File: src/rtl/regfile_wb_arbiter_pkg.sv
// rtl/regfile_wb_arbiter_pkg.sv - shared requester IDs and default widths for the writeback arbiter
package regfile_wb_arbiter_pkg;

  localparam int DEF_ADDR_W = 5;
  localparam int DEF_DATA_W = 32;
  localparam int DEF_CNT_W  = 16;

  localparam logic REQ_ALU = 1'b0;
  localparam logic REQ_MEM = 1'b1;

endpackage

File: src/rtl/regfile_wb_arbiter_if.sv
// rtl/regfile_wb_arbiter_if.sv - requester handshakes and register-file write port bundle
interface regfile_wb_arbiter_if
  import regfile_wb_arbiter_pkg::*;
#(
  parameter int ADDR_W = DEF_ADDR_W,
  parameter int DATA_W = DEF_DATA_W,
  parameter int CNT_W  = DEF_CNT_W
) ();

  logic              alu_valid;
  logic              alu_ready;
  logic [ADDR_W-1:0] alu_addr;
  logic [DATA_W-1:0] alu_data;
  logic              mem_valid;
  logic              mem_ready;
  logic [ADDR_W-1:0] mem_addr;
  logic [DATA_W-1:0] mem_data;
  logic              rf_we;
  logic [ADDR_W-1:0] rf_waddr;
  logic [DATA_W-1:0] rf_wdata;
  logic [CNT_W-1:0]  conflict_cnt;

  modport master (
    output alu_valid, alu_addr, alu_data, mem_valid, mem_addr, mem_data,
    input  alu_ready, mem_ready, rf_we, rf_waddr, rf_wdata, conflict_cnt
  );

  modport slave (
    input  alu_valid, alu_addr, alu_data, mem_valid, mem_addr, mem_data,
    output alu_ready, mem_ready, rf_we, rf_waddr, rf_wdata, conflict_cnt
  );

endinterface

File: src/rtl/regfile_wb_arbiter_rr_arbiter_2.sv
// rtl/regfile_wb_arbiter_rr_arbiter_2.sv - two-way round-robin grant with last-grant pointer
module rr_arbiter_2
  import regfile_wb_arbiter_pkg::*;
(
  input  logic       clk,
  input  logic       reset,
  input  logic       en,
  input  logic [1:0] req,
  output logic [1:0] gnt
);

  logic last_grant;

  // On a tie the requester that did not win last time goes first.
  always_comb begin
    gnt = 2'b00;
    case (req)
      2'b01:   gnt = 2'b01;
      2'b10:   gnt = 2'b10;
      2'b11:   gnt = (last_grant == REQ_MEM) ? 2'b01 : 2'b10;
      default: gnt = 2'b00;
    endcase
  end

  always_ff @(posedge clk) begin
    if (reset) begin
      last_grant <= REQ_MEM;
    end else if (en && (gnt != 2'b00)) begin
      last_grant <= gnt[REQ_MEM] ? REQ_MEM : REQ_ALU;
    end
  end

endmodule

File: src/rtl/regfile_wb_arbiter.sv
// rtl/regfile_wb_arbiter.sv - shares the register-file write port between ALU and load writeback
module regfile_wb_arbiter
  import regfile_wb_arbiter_pkg::*;
#(
  parameter int ADDR_W = DEF_ADDR_W,
  parameter int DATA_W = DEF_DATA_W,
  parameter int CNT_W  = DEF_CNT_W
) (
  input  logic                 clk,
  input  logic                 reset,
  input  logic                 en,
  regfile_wb_arbiter_if.slave  bus
);

  localparam logic [CNT_W-1:0] CNT_ONE = CNT_W'(1);
  localparam logic [CNT_W-1:0] CNT_MAX = '1;

  logic [1:0]        gnt;
  logic              accept_alu;
  logic              accept_mem;
  logic              accept;
  logic              both_valid;
  logic [ADDR_W-1:0] sel_addr;
  logic [DATA_W-1:0] sel_data;
  logic              rf_we_q;
  logic [ADDR_W-1:0] rf_waddr_q;
  logic [DATA_W-1:0] rf_wdata_q;
  logic [CNT_W-1:0]  cnt_q;

  rr_arbiter_2 u_arb (
    .clk   (clk),
    .reset (reset),
    .en    (en),
    .req   ({bus.mem_valid, bus.alu_valid}),
    .gnt   (gnt)
  );

  assign bus.alu_ready = en & gnt[REQ_ALU] & ~reset;
  assign bus.mem_ready = en & gnt[REQ_MEM] & ~reset;

  assign accept_alu = bus.alu_valid & bus.alu_ready;
  assign accept_mem = bus.mem_valid & bus.mem_ready;
  assign accept     = accept_alu | accept_mem;
  assign both_valid = en & bus.alu_valid & bus.mem_valid;

  assign sel_addr = accept_mem ? bus.mem_addr : bus.alu_addr;
  assign sel_data = accept_mem ? bus.mem_data : bus.alu_data;

  // r0 writes are still consumed so the requester and pointer move on; only the strobe is dropped.
  always_ff @(posedge clk) begin
    if (reset) begin
      rf_we_q    <= 1'b0;
      rf_waddr_q <= '0;
      rf_wdata_q <= '0;
      cnt_q      <= '0;
    end else begin
      rf_we_q <= accept && (sel_addr != '0);
      if (accept) begin
        rf_waddr_q <= sel_addr;
        rf_wdata_q <= sel_data;
      end
      if (both_valid && (cnt_q != CNT_MAX)) begin
        cnt_q <= cnt_q + CNT_ONE;
      end
    end
  end

  assign bus.rf_we        = rf_we_q;
  assign bus.rf_waddr     = rf_waddr_q;
  assign bus.rf_wdata     = rf_wdata_q;
  assign bus.conflict_cnt = cnt_q;

endmodule

File: src/flat_wrapper.sv
// flat-port wrapper written by rule: the top's interface ports become plain ports
module regfile_wb_arbiter_flat import regfile_wb_arbiter_pkg::*;
#(
  parameter int ADDR_W = DEF_ADDR_W,
  parameter int DATA_W = DEF_DATA_W,
  parameter int CNT_W  = DEF_CNT_W
)
  (clk, reset, en, bus_alu_valid, bus_alu_addr, bus_alu_data, bus_mem_valid, bus_mem_addr, bus_mem_data, bus_alu_ready, bus_mem_ready, bus_rf_we, bus_rf_waddr, bus_rf_wdata, bus_conflict_cnt);
  regfile_wb_arbiter_if #(.ADDR_W(ADDR_W), .DATA_W(DATA_W), .CNT_W(CNT_W)) bus_i ();
  input  logic clk;
  input  logic reset;
  input  logic en;
  input wire logic [$bits(bus_i.alu_valid)-1:0] bus_alu_valid;
  input wire logic [$bits(bus_i.alu_addr)-1:0] bus_alu_addr;
  input wire logic [$bits(bus_i.alu_data)-1:0] bus_alu_data;
  input wire logic [$bits(bus_i.mem_valid)-1:0] bus_mem_valid;
  input wire logic [$bits(bus_i.mem_addr)-1:0] bus_mem_addr;
  input wire logic [$bits(bus_i.mem_data)-1:0] bus_mem_data;
  output wire logic [$bits(bus_i.alu_ready)-1:0] bus_alu_ready;
  output wire logic [$bits(bus_i.mem_ready)-1:0] bus_mem_ready;
  output wire logic [$bits(bus_i.rf_we)-1:0] bus_rf_we;
  output wire logic [$bits(bus_i.rf_waddr)-1:0] bus_rf_waddr;
  output wire logic [$bits(bus_i.rf_wdata)-1:0] bus_rf_wdata;
  output wire logic [$bits(bus_i.conflict_cnt)-1:0] bus_conflict_cnt;
  assign bus_i.alu_valid = bus_alu_valid;
  assign bus_i.alu_addr = bus_alu_addr;
  assign bus_i.alu_data = bus_alu_data;
  assign bus_i.mem_valid = bus_mem_valid;
  assign bus_i.mem_addr = bus_mem_addr;
  assign bus_i.mem_data = bus_mem_data;
  assign bus_alu_ready = bus_i.alu_ready;
  assign bus_mem_ready = bus_i.mem_ready;
  assign bus_rf_we = bus_i.rf_we;
  assign bus_rf_waddr = bus_i.rf_waddr;
  assign bus_rf_wdata = bus_i.rf_wdata;
  assign bus_conflict_cnt = bus_i.conflict_cnt;
  regfile_wb_arbiter #(.ADDR_W(ADDR_W), .DATA_W(DATA_W), .CNT_W(CNT_W)) u_core (.clk(clk), .reset(reset), .en(en), .bus(bus_i));
endmodule
File: config.mk
export PLATFORM = sky130hd
export DESIGN_NAME = regfile_wb_arbiter_flat
export DESIGN_NICKNAME = d
export VERILOG_FILES = /design/src/rtl/regfile_wb_arbiter_pkg.sv /design/src/rtl/regfile_wb_arbiter_if.sv /design/src/rtl/regfile_wb_arbiter_rr_arbiter_2.sv /design/src/rtl/regfile_wb_arbiter.sv /design/src/flat_wrapper.sv
export SDC_FILE = /design/constraint.sdc
export NUM_CORES = 1
export LEC_CHECK = 0
export CORE_ASPECT_RATIO = 0.5
export CORE_MARGIN = 5
export CORE_UTILIZATION = 42
export DETAILED_ROUTE_END_ITERATION = 16
export PLACE_DENSITY = 0.86
export SLEW_MARGIN = 25
export SYNTH_ARGS = -nofsm -noshare
export SYNTH_HDL_FRONTEND = slang
export SYNTH_SLANG_ARGS = --single-unit
File: constraint.sdc
create_clock -name clk -period 2.95 [get_ports clk]
set_input_delay 0.59 -clock clk [delete_from_list [all_inputs] [get_ports clk]]
set_output_delay 0.59 -clock clk [all_outputs]
set_load 0.02 [all_outputs]
==> results of run 1 <==
==> flip-flops by register name (all words and copies together) (netlist names) <==
register and flops:
u_core.bus.rf_wdata 32, u_core.bus.rf_waddr 5, u_core.bus.conflict_cnt 16, u_core.u_arb.last_grant 1, u_core.bus.rf_we 1
==> metal layers <==
layer | part of all wire (%) | vias to the layer above
met5 | 0 | -
met4 | 3.2 | 0
met3 | 4.6 | 22
met2 | 53 | 86
met1 | 39 | 1261
li1 | - | 1302
==> layout make-up <==
class,count,area (µm²)
Clock inverter,1,5.005
Inverter,3,11.26
Timing Repair Buffer,142,1396
Fill cell,428,1551
Clock buffer,7,132.6
Sequential cell,55,1101
Multi-Input combinational cell,201,1250
Tap cell,73,91.34
==> tightest hold or removal path, stage by stage (launching register included) <==
cell and delay [ns]:
dfxtp_1 0.31, nand2_1 0.05, a21oi_1 0.05
==> final timing paths <==
path	from	endpoint	cells after the start	slack, ns
hold / removal	u_core.bus.rf_wdata[31]	u_core.bus.rf_wdata[31]	2	0.45
hold reg to reg	u_core.bus.rf_wdata[31]	u_core.bus.rf_wdata[31]	2	0.45
setup reg to reg	u_core.bus.conflict_cnt[0]	u_core.bus.conflict_cnt[14]	5	1.04
setup / recovery	en	bus_mem_ready	5	0.15
==> cells by family (layout without fill, tap and decap cells) <==
group / after synthesis / after routing / synth area share, %
flops: 55 / 55 / 45.27
fa+ha+maj: 1 / 1 / 0.5143
simple gates: 92 / 92 / 19.14
xor+xnor: 1 / 1 / 0.3601
mux: 21 / 21 / 8.745
buf+inv: 22 / 153 / 3.549
compound gates: 86 / 86 / 22.43
==> where the power goes <==
| group | switching, µW | internal (µW) | total [µW] | leakage, µW |
|---|---|---|---|---|
| logic | 131 | 178 | 309 | 0.000840 |
| clock network | 249 | 314 | 564 | 0.0000679 |
| registers | 17.2 | 774 | 791 | 0.000448 |
==> metrics by stage <==
stage	utilization, %	cell area, µm²	hold WS (ns)
after floorplan	-	2432	0.4888
after global placement	69.51	3850	0.4438
after detailed placement	69.51	3850	0.4470
after CTS	71.99	3988	0.4559
after global routing	71.99	3988	0.4784
final	71.99	3988	0.4517
==> Yosys cell counts (2+ instances only) <==
cell / number / area [µm²]
clkbuf_1: 16 / 60.06
or3_1: 6 / 37.54
nor3_1: 3 / 15.01
or4_1: 9 / 67.56
o21ai_0: 10 / 50.05
o211ai_1: 2 / 15.01
a211oi_1: 19 / 142.6
nand3_1: 6 / 30.03
a22oi_1: 18 / 135.1
mux2i_1: 19 / 190.2
nand2_1: 26 / 97.59
nor2_1: 23 / 86.33
dfxtp_1: 55 / 1101
buf_2: 3 / 15.01
nand4_1: 6 / 37.54
inv_1: 3 / 11.26
and3_1: 2 / 12.51
nor4_1: 2 / 12.51
o31ai_1: 4 / 30.03
a21oi_1: 31 / 155.2
nor2b_1: 3 / 18.77
mux2_2: 2 / 22.52
==> reports/metrics.yaml, run 1 <==
crit_path_frequent_cell: "clkdlybuf4s50_1"
grt_start_max_net_pins: 48
instances_no_fill: 482
slowest_stage: "clkdlybuf4s50_1"
p_total_uw: 1664
ir_drop_uv: 315.4
rsz0062_at_grt: "no"
relSlewSlack_pct: 66.81
hpwl_um: 5881
busiest_layer: "met2"
setup_tns_ns: 0
cp_data_required_time_ns: 2.36
leakage_uw: 0.001356
path_max_fanout: 5
yosysWarnings: 0
synth_nets: 358
met1_usage_pct: 22.73
drive_gt1_share_pct: 4.890
startpoint_type: "input pin"
met3_usage_pct: 5.198
synth_edf_count: 0
path_buf_inv: 3
period_share_pct: 95.05
synthFlopType: "dfxtp_1"
hp-class: "flip-flop to flip-flop"
clockBufferDepth: 2
numPlacedInstances: 474
cts.sinks: 55
final_common_cell: "clkdlybuf4s50_1"
wirelength_um: 7715
syn_area_per_cell_um2: 8.749
powerDensity_nw_per_um2: 417.3
io_buffers: 134
wl_per_cell_um: 16.01
die_w_um: 117.6
drv_cap: 0
cpLargestDelayFamily: "buffers and inverters"
antenna_cells: 0
crit_path_max_incr_delay_ns: 0.64
setup_viol: 0
ys_seq_area_share_pct: 45.27
grt_overflow_total: 0
met2_usage_pct: 36.41
synth-async-reset-ratio_pct: 0
finalHoldViolations: 0
vias_per_cell: 5.541
die_h_um: 63.81
vias: 2671
die_area_um2: 7505
fp.coreArea_um2: 5539
final_cell_mix: "clkdlybuf4s50_1, dfxtp_1, a21oi_1"
areaGrowthSynthToFinish_pct: 63.94
synth_seq_cells: 55
clockRootBuffer: "clkbuf_16"
cts_resized: 0
io_pins: 135
antenna_found_initial: 0
htree_levels: 2
status: "completed"
worst-endpoint-arrival_ns: 2.21
detailedPlace.worstSlack_ns: 0.1439
post_cts_buffers: 0
fin_ws_ns: 0.1461
gp_congestion: 0.8276
worst_pin_slew_ns: 0.4979
ys_types: 32
slew_viol_final: 0
fmax_ghz: 0.3566
rows: 19
grt_pass1_wl_um: 12620
clk_latency_ns: 0.29
first_iter_violations: 128
worstSetupPathType: "input pin to output port"
final_antenna_net_count: 0
cts_buffers: 5
path_clk_slew_ns: 0.06
grt_pass1_vias: 2666
crit_path_end_kind: "output port"
synth_area_um2: 2432
initial_core_util_pct: 43.91
cts_tree: "built"
dr.pass1.iters: 4
drc: 0
synthCells: 278
crit_chain: "clkdlybuf4s50_1 -> nand2_1 -> a211o_1 -> inv_1 -> clkdlybuf4s50_1"
grt_usage_pct: 19.94
period_needed_ns: 2.804
fin_nets: 488
fin_skew_ns: 0.006727
postCtsHoldBufs: 0
No activity file was read; power rests on OpenSTA's default activity.
==> run 2, diff against run 1 <==
Settings changed: CORE_UTILIZATION 42 to 30, PLACE_DENSITY 0.86 to unset.
==> run 2 against run 1 <==
  * Count of clock-buffer cells in the layout down 1
  * Sequential power about the same
  * Setup slack better by 0.031 ns
  * Largest power group unchanged
==> reports/metrics.yaml, run 2 (synthesis gave the netlist of run 1 again) <==
status: "completed"  # unchanged
wl_per_cell_um: 15.17  # was 16.01 µm
rsz0062_at_grt: "no"  # unchanged
setup_tns_ns: 0  # unchanged
cts_tree: "built"  # unchanged
setup_viol: 0  # unchanged
switching_power_uw: 399.9  # was 397.7 µW
final_antenna_net_count: 0  # unchanged
ir_drop_uv: 209.7  # was 315.4 µV
rows: 23  # was 19
vias_per_cell: 4.992  # was 5.541
cts_buffers: 5  # unchanged
relSlewSlack_pct: 62.33  # was 66.81%
clockBufferDepth: 2  # unchanged
comb_power_share_pct: 18.5  # was 18.6%
grt_usage_pct: 15.43  # was 19.94%
fillers: 749  # was 428
dr.pass1.iters: 4  # unchanged
multi_input_area_um2: 1250  # unchanged
gp_congestion: 0.7634  # was 0.8276
fin_skew_ns: 0.002356  # was 0.006727 ns
leakage_uw: 0.001356  # about the same
met2_usage_pct: 28.54  # was 36.41%
dpl-instance-area_um2: 3906  # was 3850 µm²
period_needed_ns: 2.773  # was 2.804 ns
die_w_um: 137.3  # was 117.6 µm
cts_resized: 0  # unchanged
fp.coreArea_um2: 7943  # was 5539 µm²
met3_usage_pct: 4.720  # was 5.198%
power_frac_seq_pct: 47.7  # was 47.5%
grt_pass1_vias: 2500  # was 2666
htree_levels: 2  # unchanged
worst-endpoint-arrival_ns: 2.18  # was 2.21 ns
finalHoldViolations: 0  # unchanged
drv_cap: 0  # unchanged
antenna_found_initial: 0  # unchanged
worstSetupPathType: "input pin to output port"  # unchanged
sw_frac_of_total_pct: 24.12  # was 23.90%
grt_overflow_total: 0  # unchanged
met1_usage_pct: 16.96  # was 22.73%
seq_area_um2: 1101  # unchanged
post_cts_buffers: 0  # unchanged
crit_path_frequent_cell: "clkdlybuf4s50_1"  # unchanged
period_share_pct: 93.99  # was 95.05%
fin_ws_ns: 0.1772  # was 0.1461 ns
die_area_um2: 10120  # was 7505 µm²
postLayoutCellArea_um2: 4035  # was 3988 µm²
wirelength_um: 7890  # was 7715 µm
hpwl_um: 5952  # was 5881 µm
crit_path_max_incr_delay_ns: 0.62  # was 0.64 ns
initial_core_util_pct: 30.62  # was 43.91%
hp-class: "flip-flop to flip-flop"  # unchanged
grt_pass1_wl_um: 12260  # was 12620 µm
detailedPlace.worstSlack_ns: 0.1650  # was 0.1439 ns
busiest_layer: "met2"  # unchanged
vias: 2596  # was 2671
cts.sinks: 55  # unchanged
intPower_uw: 1258  # was 1266 µW
areaGrowthSynthToFinish_pct: 65.90  # was 63.94%
postCtsHoldBufs: 0  # unchanged
io_pins: 135  # unchanged
crit_path_end_kind: "output port"  # unchanged
final_common_cell: "clkdlybuf4s50_1"  # unchanged
drive_gt1_share_pct: 4.902  # was 4.890%
fmax_ghz: 0.3606  # was 0.3566 GHz
clk_latency_ns: 0.29  # about the same
die_h_um: 73.67  # was 63.81 µm
pwr-share-clk_pct: 33.8  # was 33.9%
clockRootBuffer: "clkbuf_16"  # unchanged
path_clk_slew_ns: 0.06  # about the same
slowest_stage: "clkdlybuf4s50_1"  # unchanged
cp_data_required_time_ns: 2.36  # about the same
worst_pin_slew_ns: 0.5650  # was 0.4979 ns
final_cell_mix: "clkdlybuf4s50_1, dfxtp_1, a21oi_1"  # unchanged
powerDensity_nw_per_um2: 410.9  # was 417.3 nW/µm²
grt_start_max_net_pins: 54  # was 48
crit_chain: "clkdlybuf4s50_1 -> nand2_1 -> a211o_1 -> inv_1 -> clkdlybuf4s50_1"  # unchanged
fin_nets: 489  # was 488
path_max_fanout: 5  # unchanged
io_buffers: 134  # unchanged
slew_viol_final: 0  # unchanged
antenna_cells: 0  # unchanged
startpoint_type: "input pin"  # unchanged
r2r_slack_ns: 1.04  # about the same
drc: 0  # unchanged
largest_register_ffs: 32  # unchanged
first_iter_violations: 89  # was 128
-- run 2: through the flow --
step | util (%) | total power, µW | hold WS (ns) | cells
2_1_floorplan | - | 922.7 | 0.4888 | 278
3_5_place_dp | 49.18 | 1116 | 0.4511 | 514
4_1_cts | 50.80 | 1683 | 0.4611 | 520
6_report | 50.80 | 1658 | 0.4585 | 520
3_3_place_gp | 49.18 | 1112 | 0.4440 | 514
5_1_grt | 50.80 | 1732 | 0.4745 | 520
-- run 2: worst max-delay path, delay by kind of cell --
family                 cells  cell delay [ns]
AOI/OAI and AO/OA          1             0.26
and+or+nand+nor            1             0.09
buffers and inverters      3             1.24
-- run 2: final cells by class --
cell class | instances | share of cell area [%]
Timing Repair Buffer | 143 | 34.79
Multi-Input combinational cell | 201 | 30.98
Sequential cell | 55 | 27.29
Inverter | 3 | 0.2791
Tap cell | 112 | 3.473
Clock buffer | 6 | 3.194
-- run 2: layer usage --
layer | part of all wire, % | routed length, µm
met1 | 41 | 3214
met2 | 53 | 4172
met3 | 4.9 | 388
met4 | 1.5 | 115
met5 | 0 | 0
-- run 2: power groups by stage --
stage | clock network [µW] | logic [µW] | registers [µW]
CTS | 581 | 312 | 790
floorplan | 0 | 79.6 | 843
detailed placement | 0 | 310 | 807
global route | 610 | 328 | 793
global placement | 0 | 306 | 805
finish | 560 | 308 | 790
-- run 2: worst paths after layout --
path | from | endpoint | cells past startpoint
min | u_core.bus.rf_wdata[9] | u_core.bus.rf_wdata[9] | 2
min reg2reg | u_core.bus.rf_wdata[9] | u_core.bus.rf_wdata[9] | 2
max | bus_mem_valid | bus_mem_ready | 5
max reg2reg | u_core.bus.conflict_cnt[5] | u_core.bus.conflict_cnt[15] | 4
